<file path="src/rtl/cmp_arbiter_pkg.sv">
// Shared defaults and helpers for the comparator arbiter and its grant logic.
package cmp_arbiter_pkg;

   localparam int N_REQ_DEF = 4;
   localparam int W_DEF     = 6;
   localparam int LAT_DEF   = 2;

   // Width of a requester index; never narrower than one bit.
   function automatic int idWidth(input int n);
      return (n <= 2) ? 1 : $clog2(n);
   endfunction

endpackage

</file>
<file path="src/rtl/cmp_arbiter_rr.sv">
// Round-robin grant selection: scans from the pointer, returns a one-hot grant
// plus the pointer value to load when that grant is taken.
module rr_arbiter
   import cmp_arbiter_pkg::*;
#(
   parameter int N = 4
) (
   input  logic [N-1:0]            req,
   input  logic [idWidth(N)-1:0]   ptr,
   input  logic                    hold,
   output logic [N-1:0]            gnt,
   output logic                    gntValid,
   output logic [idWidth(N)-1:0]   gntId,
   output logic [idWidth(N)-1:0]   nextPtr
);

   localparam int IDW = idWidth(N);

   // First requester at or after the pointer wins; hold suppresses all grants.
   always_comb begin
      int idx;
      gnt      = '0;
      gntValid = 1'b0;
      gntId    = '0;
      nextPtr  = ptr;
      idx      = 0;
      if (!hold) begin
         for (int k = 0; k < N; k++) begin
            idx = (int'(ptr) + k) % N;
            if (!gntValid && req[idx]) begin
               gntValid = 1'b1;
               gnt[idx] = 1'b1;
               gntId    = IDW'(idx);
               nextPtr  = IDW'((idx + 1) % N);
            end
         end
      end
   end

endmodule

</file>
<file path="src/rtl/cmp_arbiter.sv">
// Shares one external, pipelined comparator among N_REQ requesters. Grants are
// round-robin, operands are registered toward the comparator, and a valid/id
// shift pipeline tags each result with its owner LAT+1 cycles after the grant.
module cmp_arbiter
   import cmp_arbiter_pkg::*;
#(
   parameter int N_REQ = N_REQ_DEF,
   parameter int W     = W_DEF,
   parameter int LAT   = LAT_DEF
) (
   input  logic                        CLK,
   input  logic                        RST,
   input  logic [N_REQ-1:0]            req,
   input  logic [N_REQ*W-1:0]          a_in,
   input  logic [N_REQ*W-1:0]          b_in,
   input  logic [N_REQ-1:0]            s_in,
   input  logic                        hold,
   output logic [N_REQ-1:0]            gnt,
   output logic [W-1:0]                cmp_a,
   output logic [W-1:0]                cmp_b,
   output logic                        cmp_s,
   input  logic                        cmp_e,
   input  logic                        cmp_l,
   input  logic                        cmp_g,
   output logic                        rsp_valid,
   output logic [idWidth(N_REQ)-1:0]   rsp_id,
   output logic                        rsp_e,
   output logic                        rsp_l,
   output logic                        rsp_g,
   output logic                        busy
);

   localparam int IDW = idWidth(N_REQ);

   logic            rstDone;
   logic            blockGnt;
   logic [IDW-1:0]  ptr;
   logic [IDW-1:0]  nextPtr;
   logic [IDW-1:0]  gntId;
   logic            gntValid;
   logic [LAT:0]    vldPipe;
   logic [IDW-1:0]  idPipe [LAT+1];

   // No grants in the first cycle after reset release.
   assign blockGnt = hold | ~rstDone;

   rr_arbiter #(.N(N_REQ)) uArb (
      .req      (req),
      .ptr      (ptr),
      .hold     (blockGnt),
      .gnt      (gnt),
      .gntValid (gntValid),
      .gntId    (gntId),
      .nextPtr  (nextPtr)
   );

   // Marks that one full clock edge has passed since reset release.
   always_ff @(posedge CLK or negedge RST) begin
      if (!RST) rstDone <= 1'b0;
      else      rstDone <= 1'b1;
   end

   // Round-robin pointer advances only on a grant.
   always_ff @(posedge CLK or negedge RST) begin
      if (!RST)          ptr <= '0;
      else if (gntValid) ptr <= nextPtr;
   end

   // Granted requester's operands and mode are registered toward the comparator.
   always_ff @(posedge CLK or negedge RST) begin
      if (!RST) begin
         cmp_a <= '0;
         cmp_b <= '0;
         cmp_s <= 1'b0;
      end else if (gntValid) begin
         cmp_a <= a_in[int'(gntId)*W +: W];
         cmp_b <= b_in[int'(gntId)*W +: W];
         cmp_s <= s_in[gntId];
      end
   end

   // Valid/id shift line; stage LAT lines up with the comparator result.
   always_ff @(posedge CLK or negedge RST) begin
      if (!RST) begin
         vldPipe <= '0;
         for (int k = 0; k <= LAT; k++) idPipe[k] <= '0;
      end else begin
         vldPipe[0] <= gntValid;
         idPipe[0]  <= gntId;
         for (int k = 1; k <= LAT; k++) begin
            vldPipe[k] <= vldPipe[k-1];
            idPipe[k]  <= idPipe[k-1];
         end
      end
   end

   // Result flags and id are only visible alongside rsp_valid.
   always_comb begin
      rsp_valid = vldPipe[LAT];
      rsp_id    = rsp_valid ? idPipe[LAT] : '0;
      rsp_e     = cmp_e & rsp_valid;
      rsp_l     = cmp_l & rsp_valid;
      rsp_g     = cmp_g & rsp_valid;
      busy      = |vldPipe;
   end

endmodule

</file>
<file path="config.mk">
export PLATFORM = sky130hd
export DESIGN_NAME = cmp_arbiter
export DESIGN_NICKNAME = d
export VERILOG_FILES = /design/src/rtl/cmp_arbiter_pkg.sv /design/src/rtl/cmp_arbiter_rr.sv /design/src/rtl/cmp_arbiter.sv
export SDC_FILE = /design/constraint.sdc
export NUM_CORES = 1
export LEC_CHECK = 0
export ABC_CLOCK_PERIOD_IN_PS = 2600
export CAP_MARGIN = 0
export CORE_UTILIZATION = 39
export CTS_CLUSTER_DIAMETER = 200
export DETAILED_ROUTE_END_ITERATION = 7
export PLACE_DENSITY = 0.77
export SLEW_MARGIN = 20
export SYNTH_ARGS = -nofsm -noshare
export SYNTH_HDL_FRONTEND = slang
export SYNTH_SLANG_ARGS = --single-unit
</file>
<file path="constraint.sdc">
create_clock -name CLK -period 2.6 [get_ports CLK]
set_input_delay 0.52 -clock CLK [delete_from_list [all_inputs] [get_ports CLK]]
set_output_delay 0.52 -clock CLK [all_outputs]
set_load 0.05 [all_outputs]
</file>
==> flow_metrics.env <==
export IMPL_outcome="finished with violations"
export IMPL_violations="negative setup slack"
export IMPL_cp_end_kind="primary output"
export IMPL_max_cap_violations=0
export IMPL_cp_max_fo=8
export IMPL_wirelength_microns=6200
export IMPL_coreArea_sq_um=4850
export IMPL_power_uw=3910
export IMPL_routed_via_density=5.59
export IMPL_syn_to_final_growth_pct=63.9
export IMPL_path_clk_slew_ps=90
export IMPL_placed_area_sq_um=3260
export IMPL_fmax_mhz=356
export IMPL_path_cells="clkinvlp_4, ha_4, mux4_2, nor2b_4, a22oi_1, nor2_1, a221oi_2, nor2_4, buf_12"
export IMPL_hold_violations=0
export IMPL_cts_root_buf="clkbuf_8"
export IMPL_cp_start_kind="register"
export IMPL_hpwl_microns=4730
export IMPL_clock_sinks=25
export IMPL_final_util=0.684
export IMPL_r2r_end="cmp_b[1]"
export IMPL_num_io_pins=86
export IMPL_crit_family="simple AND/OR/NAND/NOR gates"
export IMPL_synth_cell_types=40
export IMPL_crit_arrival_ps=2290
export IMPL_ir_drop_uv=573
export IMPL_synth_top_cells_by_area="dfrtp_1, a22oi_1, mux2i_1"
export IMPL_finalSetupTns_ps=-821
export IMPL_setup_violations=4
export IMPL_worst_slew_pin_slew_ps=523
export IMPL_finalCritPeriodShare=1.08
export IMPL_grt_max_degree=26
export IMPL_r2r_start="ptr[0]"
export IMPL_tritoncts="built"
export IMPL_fin_nets=395
export IMPL_holdBufCountCts=0
export IMPL_critical_path_required_ps=2080
export IMPL_dieWidth_microns=74.0
export IMPL_hold_start="idPipe[3]"
export IMPL_gp_routability_congestion=0.850
export IMPL_crit_buf_inv=2
export IMPL_syn_area_sq_um=2020
export IMPL_finalClockSkew_ps=1.81
export IMPL_numCtsBuffers=3
export IMPL_antenna_left=0
export IMPL_dr_wl_met3_microns=356
export IMPL_dieHeight_microns=74.0
export IMPL_syn_num_nets=293
export IMPL_slew_viol_final=0
export IMPL_grt_overflow=0
export IMPL_wl_per_cell_microns=15.8
export IMPL_routed_wl_met2_microns=3140
export IMPL_min_path_cells=0
export IMPL_critPathMaxStageDelay_ps=430
export IMPL_critical_path_class="reg -> out"
export IMPL_wl_met1_microns=2660
export IMPL_synth_top_cell_area_share=0.309
export IMPL_whs_endpoint="idPipe[1]"
export IMPL_drc_errors=0
export IMPL_antenna_found_initial=0
export IMPL_clkLatencyLatePin_ps=270
export IMPL_synth_seq_area_share=0.309
export IMPL_htreeDepth=1
export IMPL_slowest_stage="mux4_2"
export IMPL_synthCells=224
export IMPL_r2r_slack_ps=100
export IMPL_hold_class="reg -> reg"
export IMPL_num_antenna_cells=0
export IMPL_top_layer_used="met4"
export IMPL_postSynthAreaPerCell_sq_um=9.03
export IMPL_yosys_area_top_type="dfrtp_1"
export IMPL_vias=2191
export IMPL_max_slew_margin_rel=0.650
export IMPL_ys_warnings_count=0
export IMPL_drive_gt1_frac=0.228
export IMPL_setup_slack_ps=-212
export IMPL_min_period_ps=2810
export IMPL_rsz0062_at_grt="yes"
export IMPL_grt_usage=0.230
export IMPL_nFillCells=403
export IMPL_portBuffers=85
export IMPL_fin_area_sq_um=3320
export IMPL_drt_iter0_drc=135
export IMPL_row_count=25
export IMPL_grt_pass1_vias=2109
export IMPL_clk_path_buf_depth=2
export IMPL_ys_ff_latch=25
export IMPL_worst_r2r_cell_count=9
export IMPL_floorplan_initialDensity=0.417
export IMPL_path_depth=9
export IMPL_power_leakage_uw=0.00144
export IMPL_drtPass1Iterations=5
export IMPL_grt_pass1_wl_microns=9670
export IMPL_p_per_area_nw_per_um2=1180
export IMPL_die_area_sq_um=5480
Yosys cell counts:
| library cell | number |
|---|---|
| a211oi_2 | 1 |
| o21ai_0 | 5 |
| a221oi_1 | 4 |
| o21ai_4 | 1 |
| nor2b_1 | 2 |
| a31o_1 | 10 |
| mux4_2 | 5 |
| a31o_2 | 3 |
| o21a_1 | 2 |
| ha_1 | 7 |
| buf_4 | 4 |
| dfrtp_1 | 25 |
| a22oi_1 | 18 |
| mux2i_1 | 13 |
| nor3_1 | 3 |
| nand3b_1 | 1 |
| a21oi_1 | 17 |
| nand2b_1 | 3 |
| buf_2 | 6 |
| buf_6 | 1 |
| conb_1 | 1 |
| inv_1 | 6 |
| nor2b_4 | 1 |
| o221ai_1 | 1 |
| and3_1 | 13 |
| nand2b_4 | 1 |
| nor2_2 | 1 |
| a31oi_1 | 15 |
| or3_1 | 2 |
| nor2_1 | 29 |
| o31ai_1 | 1 |
| nand2_1 | 1 |
| o22ai_1 | 1 |
| a22o_2 | 1 |
| xnor2_1 | 2 |
| o2111ai_1 | 1 |
| and2_1 | 5 |
| clkbuf_1 | 9 |
| a21oi_2 | 1 |
| mux2_2 | 1 |
per-stage QoR:
step                setup WS (ps)  hold slack [ps]  instances
floorplan                    -395              224        224
global placement             -285              336        388
detailed placement           -318              335        388
CTS                          -261              356        392
global route                 -330              366        392
finish                       -212              353        392
placed cells by master, fill, tap and decap left out, types with 2 or more instances in the layout:
cell type / count
a21oi_1: 17
a221oi_2: 4
a22oi_1: 15
a22oi_2: 3
a31o_1: 10
a31o_2: 3
a31oi_1: 15
and2_1: 5
and3_1: 13
buf_12: 8
buf_4: 30
clkbuf_8: 3
clkdlybuf4s50_1: 74
clkinvlp_4: 2
dfrtp_1: 24
dlygate4sd2_1: 4
ha_1: 6
inv_1: 5
mux2i_1: 13
mux4_2: 5
nand2b_1: 3
nor2_1: 25
nor2_4: 4
nor2b_1: 2
nor3_1: 2
o21a_1: 2
o21ai_0: 5
or3_1: 2
xnor2_1: 2
worst register-to-register path, stage by stage, from the launching register on:
cell and delay [ps]:
dfrtp_2 410, clkinvlp_4 120, ha_4 300, mux4_2 430
buf_4 210, nor2_2 110, a22o_2 340, a22oi_1 150
a31o_2 250, a21oi_1 100
where the power goes:
part / switching, uW / total [uW] / internal (uW)
Sequential: 79.5 / 615 / 536
Combinational: 1690 / 3050 / 1360
Clock: 130 / 238 / 109
Total: 1900 / 3910 / 2000
layer usage:
metal / vias up / global-route usage
li1: 1046 / -
met1: 1056 / 0.303
met2: 85 / 0.404
met3: 4 / 0.0339
met4: 0 / 0.0385
met5: - / 0
worst max-delay path by stage:
stage	startpoint	end
floorplan	ptr[0]	gnt[0]
global placement	req[3]	gnt[3]
detailed placement	req[3]	gnt[3]
CTS	ptr[0]	gnt[2]
global route	ptr[0]	gnt[2]
finish	ptr[0]	gnt[2]
registers in the layout, indices dropped and copies added, names as in the netlist:
register  flops
vldPipe       3
cmp_b         6
cmp_a         6
idPipe        6
ptr           2
rstDone       1
cmp_s         1
cell type report:
| class | instances | area, sq um | share of cell area |
|---|---|---|---|
| clock buffer | 3 | 41.3 | 0.0125 |
| timing repair buffer | 117 | 1170 | 0.354 |
| multi-input combinational | 173 | 1360 | 0.409 |
| tap | 67 | 83.8 | 0.0253 |
| sequential | 25 | 627 | 0.189 |
| clock inverter | 1 | 7.51 | 0.00226 |
| inverter | 6 | 26.3 | 0.00792 |
cells by family after synthesis:
kind of cell / Yosys count / synth area share
AO/OA/AOI/OAI: 82 / 0.288
adder cells (fa/ha/maj): 7 / 0.0433
XOR/XNOR: 2 / 0.00866
multiplexers: 19 / 0.126
flip-flops: 25 / 0.309
buffers and inverters: 26 / 0.0631
AND/OR/NAND/NOR: 62 / 0.161
other: 1 / 0.00185
what timing repair did:
item | 4_1_cts | 5_1_grt
endpoints found under the hold margin | 0 | 0
pin swaps | 0 | 0
gates resized for setup | 6 | 2
endpoints found under the setup margin | 5 | 17
buffers inserted | 0 | 0
Note: power is estimated with default switching activity, not from simulation.
